File: src/rtl/sync_fifo_stream_reader.sv
// -----------------------------------------------------------------------------
// sync_fifo_stream_reader
//
// Drain stage for a synchronous FIFO with registered (non-FWFT) read data.
// Read requests are issued early enough to keep one word per cycle flowing.
// The one-cycle read latency is absorbed by a 2-entry skid buffer. Words are
// presented as a valid/ready stream, and last_o marks every PACKET_LEN-th word.
//
// Parameters
//   DATA_WIDTH      word width, equal to the upstream FIFO width
//   PACKET_LEN      words per packet (1..65535)
//
// Ports
//   clk_i           clock, rising edge
//   rst_i           synchronous active-high reset
//   fifo_empty_i    upstream FIFO empty flag
//   fifo_rd_data_i  upstream read data, valid the cycle after fifo_read_o
//   fifo_read_o     read request to the upstream FIFO (combinational)
//   flush_i         discard buffered and in-flight words
//   ready_i         sink ready
//   valid_o         stream word valid (registered)
//   data_o          stream word (registered)
//   last_o          final word of a packet (registered, qualified by valid_o)
//
// Optional feature, macro SYNC_FIFO_STREAM_READER_STATS_EN:
//   beat_count_o    saturating count of accepted words
//   stall_count_o   saturating count of cycles with valid_o & !ready_i
//   Only rst_i clears these counters; flush_i does not.
// -----------------------------------------------------------------------------
module sync_fifo_stream_reader #(
   parameter int DATA_WIDTH = 32,
   parameter int PACKET_LEN = 8
) (
   input  logic                  clk_i,
   input  logic                  rst_i,
   input  logic                  fifo_empty_i,
   input  logic [DATA_WIDTH-1:0] fifo_rd_data_i,
   output logic                  fifo_read_o,
   input  logic                  flush_i,
   input  logic                  ready_i,
   output logic                  valid_o,
   output logic [DATA_WIDTH-1:0] data_o,
   output logic                  last_o
`ifdef SYNC_FIFO_STREAM_READER_STATS_EN
  ,output logic [15:0]           beat_count_o,
   output logic [15:0]           stall_count_o
`endif
);

   localparam int BEAT_W = (PACKET_LEN > 1) ? $clog2(PACKET_LEN) : 1;
   localparam logic [BEAT_W-1:0] LAST_BEAT = BEAT_W'(PACKET_LEN - 1);

   logic [1:0]            occ_r;
   logic                  pend_r;
   logic [BEAT_W-1:0]     beat_r;
   logic [DATA_WIDTH-1:0] data0_r;
   logic [DATA_WIDTH-1:0] data1_r;
   logic                  valid_r;
   logic                  last_r;

   logic                  pop_s;
   logic [1:0]            level_s;
   logic                  read_s;
   logic [1:0]            tail_s;
   logic [1:0]            occ_n_s;
   logic [BEAT_W-1:0]     beat_n_s;
   logic [DATA_WIDTH-1:0] data0_n_s;
   logic [DATA_WIDTH-1:0] data1_n_s;

   // Read request: a new read is allowed only if the buffer will still have
   // room once every outstanding word has landed. occ + pend never exceeds 2,
   // so a 2-bit level is wide enough.
   always_comb begin
      pop_s   = valid_r & ready_i;
      level_s = occ_r + {1'b0, pend_r} - {1'b0, pop_s};
      read_s  = ~rst_i & ~flush_i & ~fifo_empty_i & (level_s < 2'd2);
   end

   assign fifo_read_o = read_s;

   // Next skid contents: shift on pop first, then the arriving word lands in
   // the first free slot behind whatever is left.
   always_comb begin
      data0_n_s = data0_r;
      data1_n_s = data1_r;
      tail_s    = occ_r - {1'b0, pop_s};
      if (pop_s) begin
         data0_n_s = data1_r;
      end else begin
         data0_n_s = data0_r;
      end
      if (pend_r) begin
         if (tail_s == 2'd0) begin
            data0_n_s = fifo_rd_data_i;
         end else begin
            data1_n_s = fifo_rd_data_i;
         end
      end else begin
         data1_n_s = data1_r;
      end
      if (flush_i) begin
         occ_n_s = 2'd0;
      end else begin
         occ_n_s = tail_s + {1'b0, pend_r};
      end
   end

   // Packet position: a pop advances the position and flush restarts the packet.
   // A word popped in the flush cycle has still been delivered.
   always_comb begin
      beat_n_s = beat_r;
      if (flush_i) begin
         beat_n_s = {BEAT_W{1'b0}};
      end else if (pop_s) begin
         if (beat_r == LAST_BEAT) begin
            beat_n_s = {BEAT_W{1'b0}};
         end else begin
            beat_n_s = beat_r + BEAT_W'(1);
         end
      end else begin
         beat_n_s = beat_r;
      end
   end

   // State and output registers. valid/last are computed from the next state,
   // so the outputs never depend combinationally on ready_i.
   always_ff @(posedge clk_i) begin
      if (rst_i) begin
         occ_r   <= 2'd0;
         pend_r  <= 1'b0;
         beat_r  <= {BEAT_W{1'b0}};
         data0_r <= {DATA_WIDTH{1'b0}};
         data1_r <= {DATA_WIDTH{1'b0}};
         valid_r <= 1'b0;
         last_r  <= 1'b0;
      end else begin
         occ_r   <= occ_n_s;
         pend_r  <= read_s;
         beat_r  <= beat_n_s;
         data0_r <= data0_n_s;
         data1_r <= data1_n_s;
         valid_r <= (occ_n_s != 2'd0);
         last_r  <= (occ_n_s != 2'd0) & (beat_n_s == LAST_BEAT);
      end
   end

   assign valid_o = valid_r;
   assign data_o  = data0_r;
   assign last_o  = last_r;

`ifdef SYNC_FIFO_STREAM_READER_STATS_EN
   logic [15:0] beat_cnt_r;
   logic [15:0] stall_cnt_r;

   // Saturating transfer and stall counters, unaffected by flush.
   always_ff @(posedge clk_i) begin
      if (rst_i) begin
         beat_cnt_r  <= 16'h0000;
         stall_cnt_r <= 16'h0000;
      end else begin
         if (pop_s && (beat_cnt_r != 16'hFFFF)) begin
            beat_cnt_r <= beat_cnt_r + 16'h0001;
         end else begin
            beat_cnt_r <= beat_cnt_r;
         end
         if (valid_r && !ready_i && (stall_cnt_r != 16'hFFFF)) begin
            stall_cnt_r <= stall_cnt_r + 16'h0001;
         end else begin
            stall_cnt_r <= stall_cnt_r;
         end
      end
   end

   assign beat_count_o  = beat_cnt_r;
   assign stall_count_o = stall_cnt_r;
`endif

endmodule
File: config.mk
export PLATFORM = sky130hd
export DESIGN_NAME = sync_fifo_stream_reader
export DESIGN_NICKNAME = d
export VERILOG_FILES = /design/src/rtl/sync_fifo_stream_reader.sv
export SDC_FILE = /design/constraint.sdc
export NUM_CORES = 1
export LEC_CHECK = 0
export ABC_CLOCK_PERIOD_IN_PS = 2480
export CORE_UTILIZATION = 49
export DETAILED_ROUTE_END_ITERATION = 7
export HOLD_SLACK_MARGIN = 0.02
export PLACE_DENSITY = 0.79
export REMOVE_ABC_BUFFERS = 1
export SYNTH_ARGS = -nofsm -noshare
export SYNTH_HDL_FRONTEND = slang
export SYNTH_SLANG_ARGS = --single-unit
File: constraint.sdc
create_clock -name clk_i -period 2.48 [get_ports clk_i]
set_clock_uncertainty 0.15 [all_clocks]
set_input_delay 0.496 -clock clk_i [delete_from_list [all_inputs] [get_ports clk_i]]
set_output_delay 0.496 -clock clk_i [all_outputs]
set_load 0.05 [all_outputs]
* Word level (Yosys, flattened, before mapping)
Cells that the tools add are included.
** Word-level totals
- Word-level logic and storage cells :: 34
- Input port bits :: 37
- Flip-flop bits (word level) :: 72
- Output and inout port bits :: 35
** Operators by class
- Reductions and logical operators :: 3
- Bitwise logic cells :: 9
- Order comparisons :: 1
- Equality and inequality tests :: 2
- $add $sub $neg :: 5
- Multiplexer cells :: 7
** Operators with widths (number)
- 32-bit 2-to-1 mux :: 3
- 3-bit 2-to-1 mux :: 3
- 3-bit == test, second input constant :: 2
- 1-bit bitwise AND :: 5
- 2-bit by 1-bit adder with 2-bit output :: 2
- 1-bit inverter :: 4
- 2-bit by 1-bit subtractor with 2-bit output :: 2
- 3-bit by 1-bit adder with 3-bit output, second input constant :: 1
- 2-bit zero test :: 1
- 2-bit less-than comparator, second input constant :: 1
- 2-bit 2-to-1 mux :: 1
- 2-bit AND reduction :: 1
- 2-bit nonzero test :: 1

* Logic depth before layout (Yosys ltp)
Gate-level depths: netlist (run 1).
- Word-level depth :: 6
- Gate-level depth with buffers :: 8
- Mapped depth without buffers :: 8

* Least setup slack after synthesis (run 1)
No wires, ideal clock.
- Kind :: register -> output
- Start :: register valid_r, in the netlist valid_o
- End :: output fifo_read_o
- Slack :: -462 ps
- Data required time :: 1834 ps
- Cell stages (with the launch flop) :: 6
- Path buffers :: 0
- Arrival :: 2296 ps
- Cells stage by stage :: dfxtp_1 > nand2_2 > inv_1 > a22oi_1 > xnor2_1 > nor3_1
** Between the ends
- Word-level cells in the longest chain between the ends :: 4
** Ends and longest elaborated chain
- start, declared :: RTL line 58 : logic valid_r;
- start signal, assigned :: RTL line 142 : valid_r <= (occ_n_s != 2'd0);
- 1-bit bitwise AND :: RTL line 74 : pop_s = valid_r & ready_i;
- 2-bit by 1-bit subtractor with 2-bit output :: RTL line 75 : level_s = occ_r + {1'b0, pend_r} - {1'b0, pop_s};
- 2-bit less-than comparator :: RTL line 76 : read_s = ~rst_i & ~flush_i & ~fifo_empty_i & (level_s < 2'd2);
- 1-bit bitwise AND :: RTL line 76
- end, declared :: RTL line 38 : output logic fifo_read_o,
No other way between the ends.

* Worst setup path after layout (run 1)
- Start :: input ready_i
- End :: output fifo_read_o
** Between the ends
- Word-level cells in the longest chain between the ends :: 4
** Ends and longest elaborated chain
- start, declared :: RTL line 40 : input logic ready_i,
- 1-bit bitwise AND :: RTL line 74
- 2-bit by 1-bit subtractor with 2-bit output :: RTL line 75
- 2-bit less-than comparator :: RTL line 76
- 1-bit bitwise AND :: RTL line 76
No other way between the ends.

==> summary.txt, run 1 <==
Floorplan
  – Core area: 5642 µm²
  – I/O pin count: 72
  – Die width: 79.42 µm
  – Starting Density: 52.05%
  – Die Area: 6307 µm²
  – Std-Cell Rows: 27
  – Die Y: 79.42 µm

STA
  – Hold Violations, Final: 0
  – RSZ-0062 raised after global routing: no
  – Worst slew margin: 57.33%
  – Final worst slack: 0.2141 ns
  – Min Tclk post-route: 2.266 ns
  – Actual slew at the worst max-slew pin: 0.6401 ns
  – Final Max Tran Viols: 0
  – Tcrit/Tclk final: 91.37%
  – FMAX: 0.4413 GHz
  – Post-route setup TNS: 0 ns
  – Setup violators final: 0

Clock tree
  – CTS Hold Bufs: 0
  – Clock Sinks: 72
  – CTS tree: yes
  – Clk buf depth: 2
  – H-Tree Level Count: 3
  – Clock buffer count from CTS: 9
  – Worst-Skew Late Latency: 0.35 ns
  – CTS root buf: clkbuf_8
  – Clock transition at the registers of the reported paths: 0.07 ns

Synth
  – Register area share after synthesis: 49.08%
  – #FFs+latches synth: 72
  – Post-Syn Area: 2937 µm²
  – Syn avg cell area: 10.30 µm²
  – Mapped Cells: 285
  – Synth Warn #: 0
  – Library cells used by synthesis: 24

Critical path
  – Critical path's largest stage delay: 0.25 ns
  – Worst path slowest cell: dlygate4sd2_1
  – Critical path launch point type: input pin
  – CP arrival: 1.62 ns
  – Max Fanout on Critical Path: 2
  – Buf/Inv on CP: 3
  – Crit-path cells: dlygate4sd2_1, a21boi_0, a22oi_1, xnor2_1, nor3_1, buf_4, buf_12
  – WS Path Type: input pin to primary output
  – CP endpoint kind: primary output
  – Critical path's top delay family: buffers and inverters
  – R2R setup slack: 0.53 ns
  – Worst path required time: 1.83 ns

Placement
  – Post-Place Worst Slack: -0.03907 ns
  – I/O Buffers: 71
  – DP Wirelength: 3.933 mm
  – Post-Place Cell Area: 3729 µm²
  – Dpl cells: 418
  – Placer Congestion: 0.7499

Layout
  – Multi-input gate area: 1341 µm²
  – # nets final: 398
  – Most frequent cells in the layout: 72 x dfxtp_1, 70 x nor2_1, 68 x clkdlybuf4s50_1
  – Area growth, synth to finish: 33.32%
  – Final Cell Area: 3915 µm²
  – Fillcell total: 430
  – Commonest non-fill, non-tap cell in the layout: dfxtp_1
  – Share of cells above drive strength 1: 8.033%
  – Antenna Cells: 0
  – Storage cell area: 1441 µm²
  – Cell Count, Final, Fillers Out: 433

Global routing
  – First-pass GRT wire length: 9.915 mm
  – Vias in the first global route: 2108
  – Total grt overflow: 0
  – Antenna violations before repair: 0
  – Largest net degree at the start of global routing: 65
  – Total GRT Usage: 20.77%

Hold path
  – Hold Path Class: flop to flop

Power
  – Peak supply drop: 0.4828 mV
  – Power density over the cells: 641.7 nW/µm²
  – Internal Power: 1.850 mW
  – Sequential power share: 48.5%
  – Combinational Power Share: 15.7%
  – Pleak: 1.622 nW
  – Clock Power Share: 35.8%
  – Net Sw Frac: 26.38%
  – Switching pwr: 662.6 µW
  – Overall Power: 2.512 mW

Routing
  – Starting DRT DRC Count: 56
  – Via Count: 2257
  – DR DRC count: 0
  – Vias per cell: 5.212
  – TritonRoute pass-1 iters: 4
  – Routed Antenna Nets: 0
  – Avg WL per Cell: 13.95 µm
  – Total Routed Length: 6.041 mm

Status
  – Status: complete, no violations

Run
  – Max-cap violation count: 0
==> synthesized netlist by cell type <==
cell      number  area, µm²
a211oi_1      32      240.2
a21boi_0       1      7.510
a21boi_4       1      18.77
a21oi_1        2      10.01
a22oi_1        1      7.510
and2_1         1      6.260
buf_2          3      15.01
buf_4          2      15.01
buf_6          7      78.83
clkbuf_1       8      30.03
dfxtp_1       72       1441
ha_1           4      50.05
inv_1          4      15.01
mux2i_1       65      650.6
nand2_1        2      7.510
nand2_2        1      6.260
nand3_2        1      10.01
nor2_1        70      262.8
nor3_1         3      15.01
nor4b_1        1      8.760
or2_1          1      6.260
xnor2_1        1      8.760
xnor2_2        1      16.27
xor2_1         1      8.760
==> stage by stage <==
step | util, % | hold slack [ns]
5_1_grt | 69.39 | 0.3581
6_report | 69.39 | 0.3283
4_1_cts | 69.39 | 0.3308
2_1_floorplan | - | 0.3024
3_5_place_dp | 66.09 | 0.3236
3_3_place_gp | 66.09 | 0.3217
==> final timing paths <==
kind / from / to / cells past startpoint
max reg2reg: valid_o / last_o / 8
min reg2reg: beat_r[2] / beat_r[2] / 2
min: beat_r[2] / beat_r[2] / 2
max: ready_i / fifo_read_o / 7
==> registers in the layout, indices dropped and copies added, names as in the netlist <==
| register | flops |
|---|---|
| beat_r | 3 |
| data_o | 32 |
| data1_r | 32 |
| pend_r | 1 |
| valid_o | 1 |
| occ_r | 2 |
| last_o | 1 |
==> power groups by stage <==
stage,combinational [mW],clock [mW],sequential [mW]
2_1_floorplan,0.0969,0,1.36
3_3_place_gp,0.390,0,1.24
3_5_place_dp,0.395,0,1.25
4_1_cts,0.397,0.922,1.22
5_1_grt,0.418,0.971,1.22
6_report,0.394,0.899,1.22
==> timing repair <==
action,4_1_cts,5_1_grt
endpoints found under the hold margin,0,0
endpoints found under the setup margin,1,0
buffers inserted,0,0
resized for setup,1,0
==> worst reg2reg max path, delay by kind of cell (launching register included) <==
kind	cells	cell delay, ns
xor gates and xnor gates	1	0.17
adders and majority gates	2	0.53
DFF	1	0.33
buffers and inverters	2	0.12
and+or+nand+nor	3	0.53
==> cell families (layout without fill, tap and decap cells) <==
family          after synthesis  in the layout  synth area share [%]
fa+ha+maj                     4              4                 1.704
flops                        72             72                 49.08
buf+inv                      24            100                 5.240
xor+xnor                      3              3                 1.151
simple gates                 80             80                 10.99
mux                          65             65                 22.16
compound gates               37             37                 9.672
==> cell type report <==
cell class,instances,area share [%]
Clock inverter,3,1.087
Clock buffer,12,3.707
Timing Repair Buffer,81,21.44
Inverter,4,0.3835
Tap cell,72,2.301
Multi-Input combinational cell,189,34.26
Sequential cell,72,36.82
==> per-layer routing <==
layer	global-route usage [%]	vias up	part of all wire, %
li1	-	1133	-
met1	25.41	1056	46
met2	33.53	58	47
met3	7.657	10	5.6
met4	7.091	0	1.3
met5	0	-	0
Note: power is estimated with default switching activity, not from simulation.
==> run 2, diff against run 1 <==
CAP_MARGIN = 20   (was unset)
PLACE_DENSITY = 0.85   (was 0.79)
==> summary.txt, run 2 (same netlist as run 1, synthesis figures left out) <==
Routing
  – Total Routed Length: 6.078 mm (+0.61%)
  – DR DRC count: 0 (unchanged)
  – Vias per cell: 5.230 (+0.33%)
  – Routed Antenna Nets: 0 (unchanged)
  – Via Count: 2275 (+0.80%)
  – Starting DRT DRC Count: 54 (-3.6%)
  – Avg WL per Cell: 13.97 µm (+0.15%)
  – TritonRoute pass-1 iters: 4 (unchanged)

STA
  – Setup violators final: 0 (unchanged)
  – Hold_ws: 0.3456 ns (+0.01722 ns)
  – Final Max Tran Viols: 0 (unchanged)
  – Tcrit/Tclk final: 91.53% (+0.16 points)
  – RSZ-0062 raised after global routing: no
  – Actual slew at the worst max-slew pin: 0.6492 ns (+0.009119 ns)
  – FMAX: 0.4406 GHz (-0.18%)
  – Hold Violations, Final: 0 (unchanged)
  – Worst slew margin: 56.72% (-0.61 points)
  – Min Tclk post-route: 2.270 ns (+0.004023 ns)

Global routing
  – Total grt overflow: 0 (unchanged)
  – Antenna violations before repair: 0 (unchanged)
  – Total GRT Usage: 21.70% (+0.93 points)
  – Largest net degree at the start of global routing: 65 (unchanged)
  – Vias in the first global route: 2260 (+7.2%)
  – First-pass GRT wire length: 10.61 mm (+7.0%)

Critical path
  – WS Path Type: flop to primary output
  – Max Fanout on Critical Path: 3 (+1)
  – Crit-path cells: a21boi_0, a22oi_1, xnor2_1, nor3_1, buf_4, buf_12
  – Critical path's largest stage delay: 0.35 ns (+0.10 ns)
  – Buf/Inv on CP: 2 (-1)
  – Number of cells on the critical path: 6 (-1)
  – Critical path's top delay family: flip-flops
  – Worst R2R Path Depth: 8 (unchanged)
  – Worst path slowest cell: dfxtp_1
  – CP arrival: 1.62 ns (about the same)
  – Critical path launch point type: flop
  – Worst path required time: 1.83 ns (about the same)
  – CP endpoint kind: primary output

Clock tree
  – CTS root buf: clkbuf_8
  – H-Tree Level Count: 3 (unchanged)
  – Clock Sinks: 72 (unchanged)
  – Clock buffer count from CTS: 9 (unchanged)
  – CTS Hold Bufs: 0 (unchanged)
  – CTS tree: yes
  – Worst-Skew Late Latency: 0.34 ns (about the same)
  – Clk buf depth: 2 (unchanged)
  – Clock transition at the registers of the reported paths: 0.07 ns (about the same)
  – Total setup buffers inserted after CTS: 0 (unchanged)

Power
  – Power density over the cells: 644.7 nW/µm² (+0.47%)
  – Overall Power: 2.531 mW (+0.73%)
  – Peak supply drop: 0.4463 mV (-7.6%)
  – Pleak: 1.640 nW (+1.1%)

Layout
  – Most frequent cells in the layout: 72 x dfxtp_1, 70 x nor2_1, 68 x clkdlybuf4s50_1
  – Multi-input gate area: 1341 µm² (unchanged)
  – Storage cell area: 1441 µm² (unchanged)
  – Commonest non-fill, non-tap cell in the layout: dfxtp_1
  – Share of cells above drive strength 1: 8.540% (+0.51 points)
  – Final Cell Area: 3925 µm² (+0.26%)
  – Area growth, synth to finish: 33.66%
  – Fillcell total: 429 (-0.23%)
  – # nets final: 399 (+0.25%)
  – Final core utilization: 69.57% (+0.18 points)
  – Antenna Cells: 0 (unchanged)

Status
  – Status: complete, no violations

Placement
  – Placer Congestion: 0.7437 (-0.83%)
  – DP Wirelength: 3.923 mm (-0.25%)
  – Post-Place Cell Area: 3724 µm² (-0.13%)
  – I/O Buffers: 71 (unchanged)

Hold path
  – Hold Path Class: flop to flop
  – Hold path cells: 2 (unchanged)

Floorplan
  – Core area: 5642 µm² (unchanged)
  – Std-Cell Rows: 27 (unchanged)
  – Starting Density: 52.05% (unchanged)
  – Die width: 79.42 µm (unchanged)
  – I/O pin count: 72 (unchanged)
  – Die Y: 79.42 µm (unchanged)
  – Die Area: 6307 µm² (unchanged)

Run
  – Max-cap violation count: 0 (unchanged)
## run 2: cell types whose count changed in the layout (fill, tap and decap cells not counted), sizes merged
cell / delta
dlygate4sd2: -1
dlymetal6s2s: +1
clkinv: +1
clkbuf: +1
clkinvlp: -1
buf: +1
## run 2: cell type report
cell class,instances,share of cell area (%)
flip-flops and latches,72,36.72
well taps,72,2.295
clock inverters,3,1.020
multi-input cells,189,34.17
clock buffers,13,4.048
repair buffers,82,21.36
inverters,4,0.3825
## run 2: worst paths after layout
| check | to | start | slack, ns |
|---|---|---|---|
| max reg2reg | last_o | valid_o | 0.46 |
| min | data1_r[17] | data1_r[17] | 0.35 |
| min reg2reg | data1_r[17] | data1_r[17] | 0.35 |
| max | fifo_read_o | occ_r[0] | 0.21 |
## run 2: tightest hold or removal path, cell delays in order, from the launching register on
cell,delay (ns)
dfxtp_1,0.33
mux2i_1,0.06
nor2_1,0.07
## run 2: where the power goes
part	switching, mW	internal [mW]	total (mW)
sequential	0.0226	1.20	1.22
clock	0.403	0.517	0.921
combinational	0.226	0.165	0.391
## run 2: metrics by stage
step / TNS, ns / std cells / setup WS, ns
finish: 0 / 435 / 0.2101
global placement: -0.02376 / 419 / -0.02376
detailed placement: -0.5606 / 419 / -0.04032
floorplan: -50.26 / 265 / -1.002
CTS: 0 / 435 / 0.01100
global route: 0 / 435 / 0.1170
## run 2: layer usage
metal	share of wire (%)	track usage, %	vias to the layer above
li1	-	-	1138
met1	47	27.20	1077
met2	47	35.17	51
met3	4.5	7.314	9
met4	1.3	6.545	0
met5	0	0	-
## run 2: repair_timing
action / in CTS / in global routing
pin swaps: 2 / 3
setup endpoints to repair: 1 / 1
gates resized for setup: 0 / 1
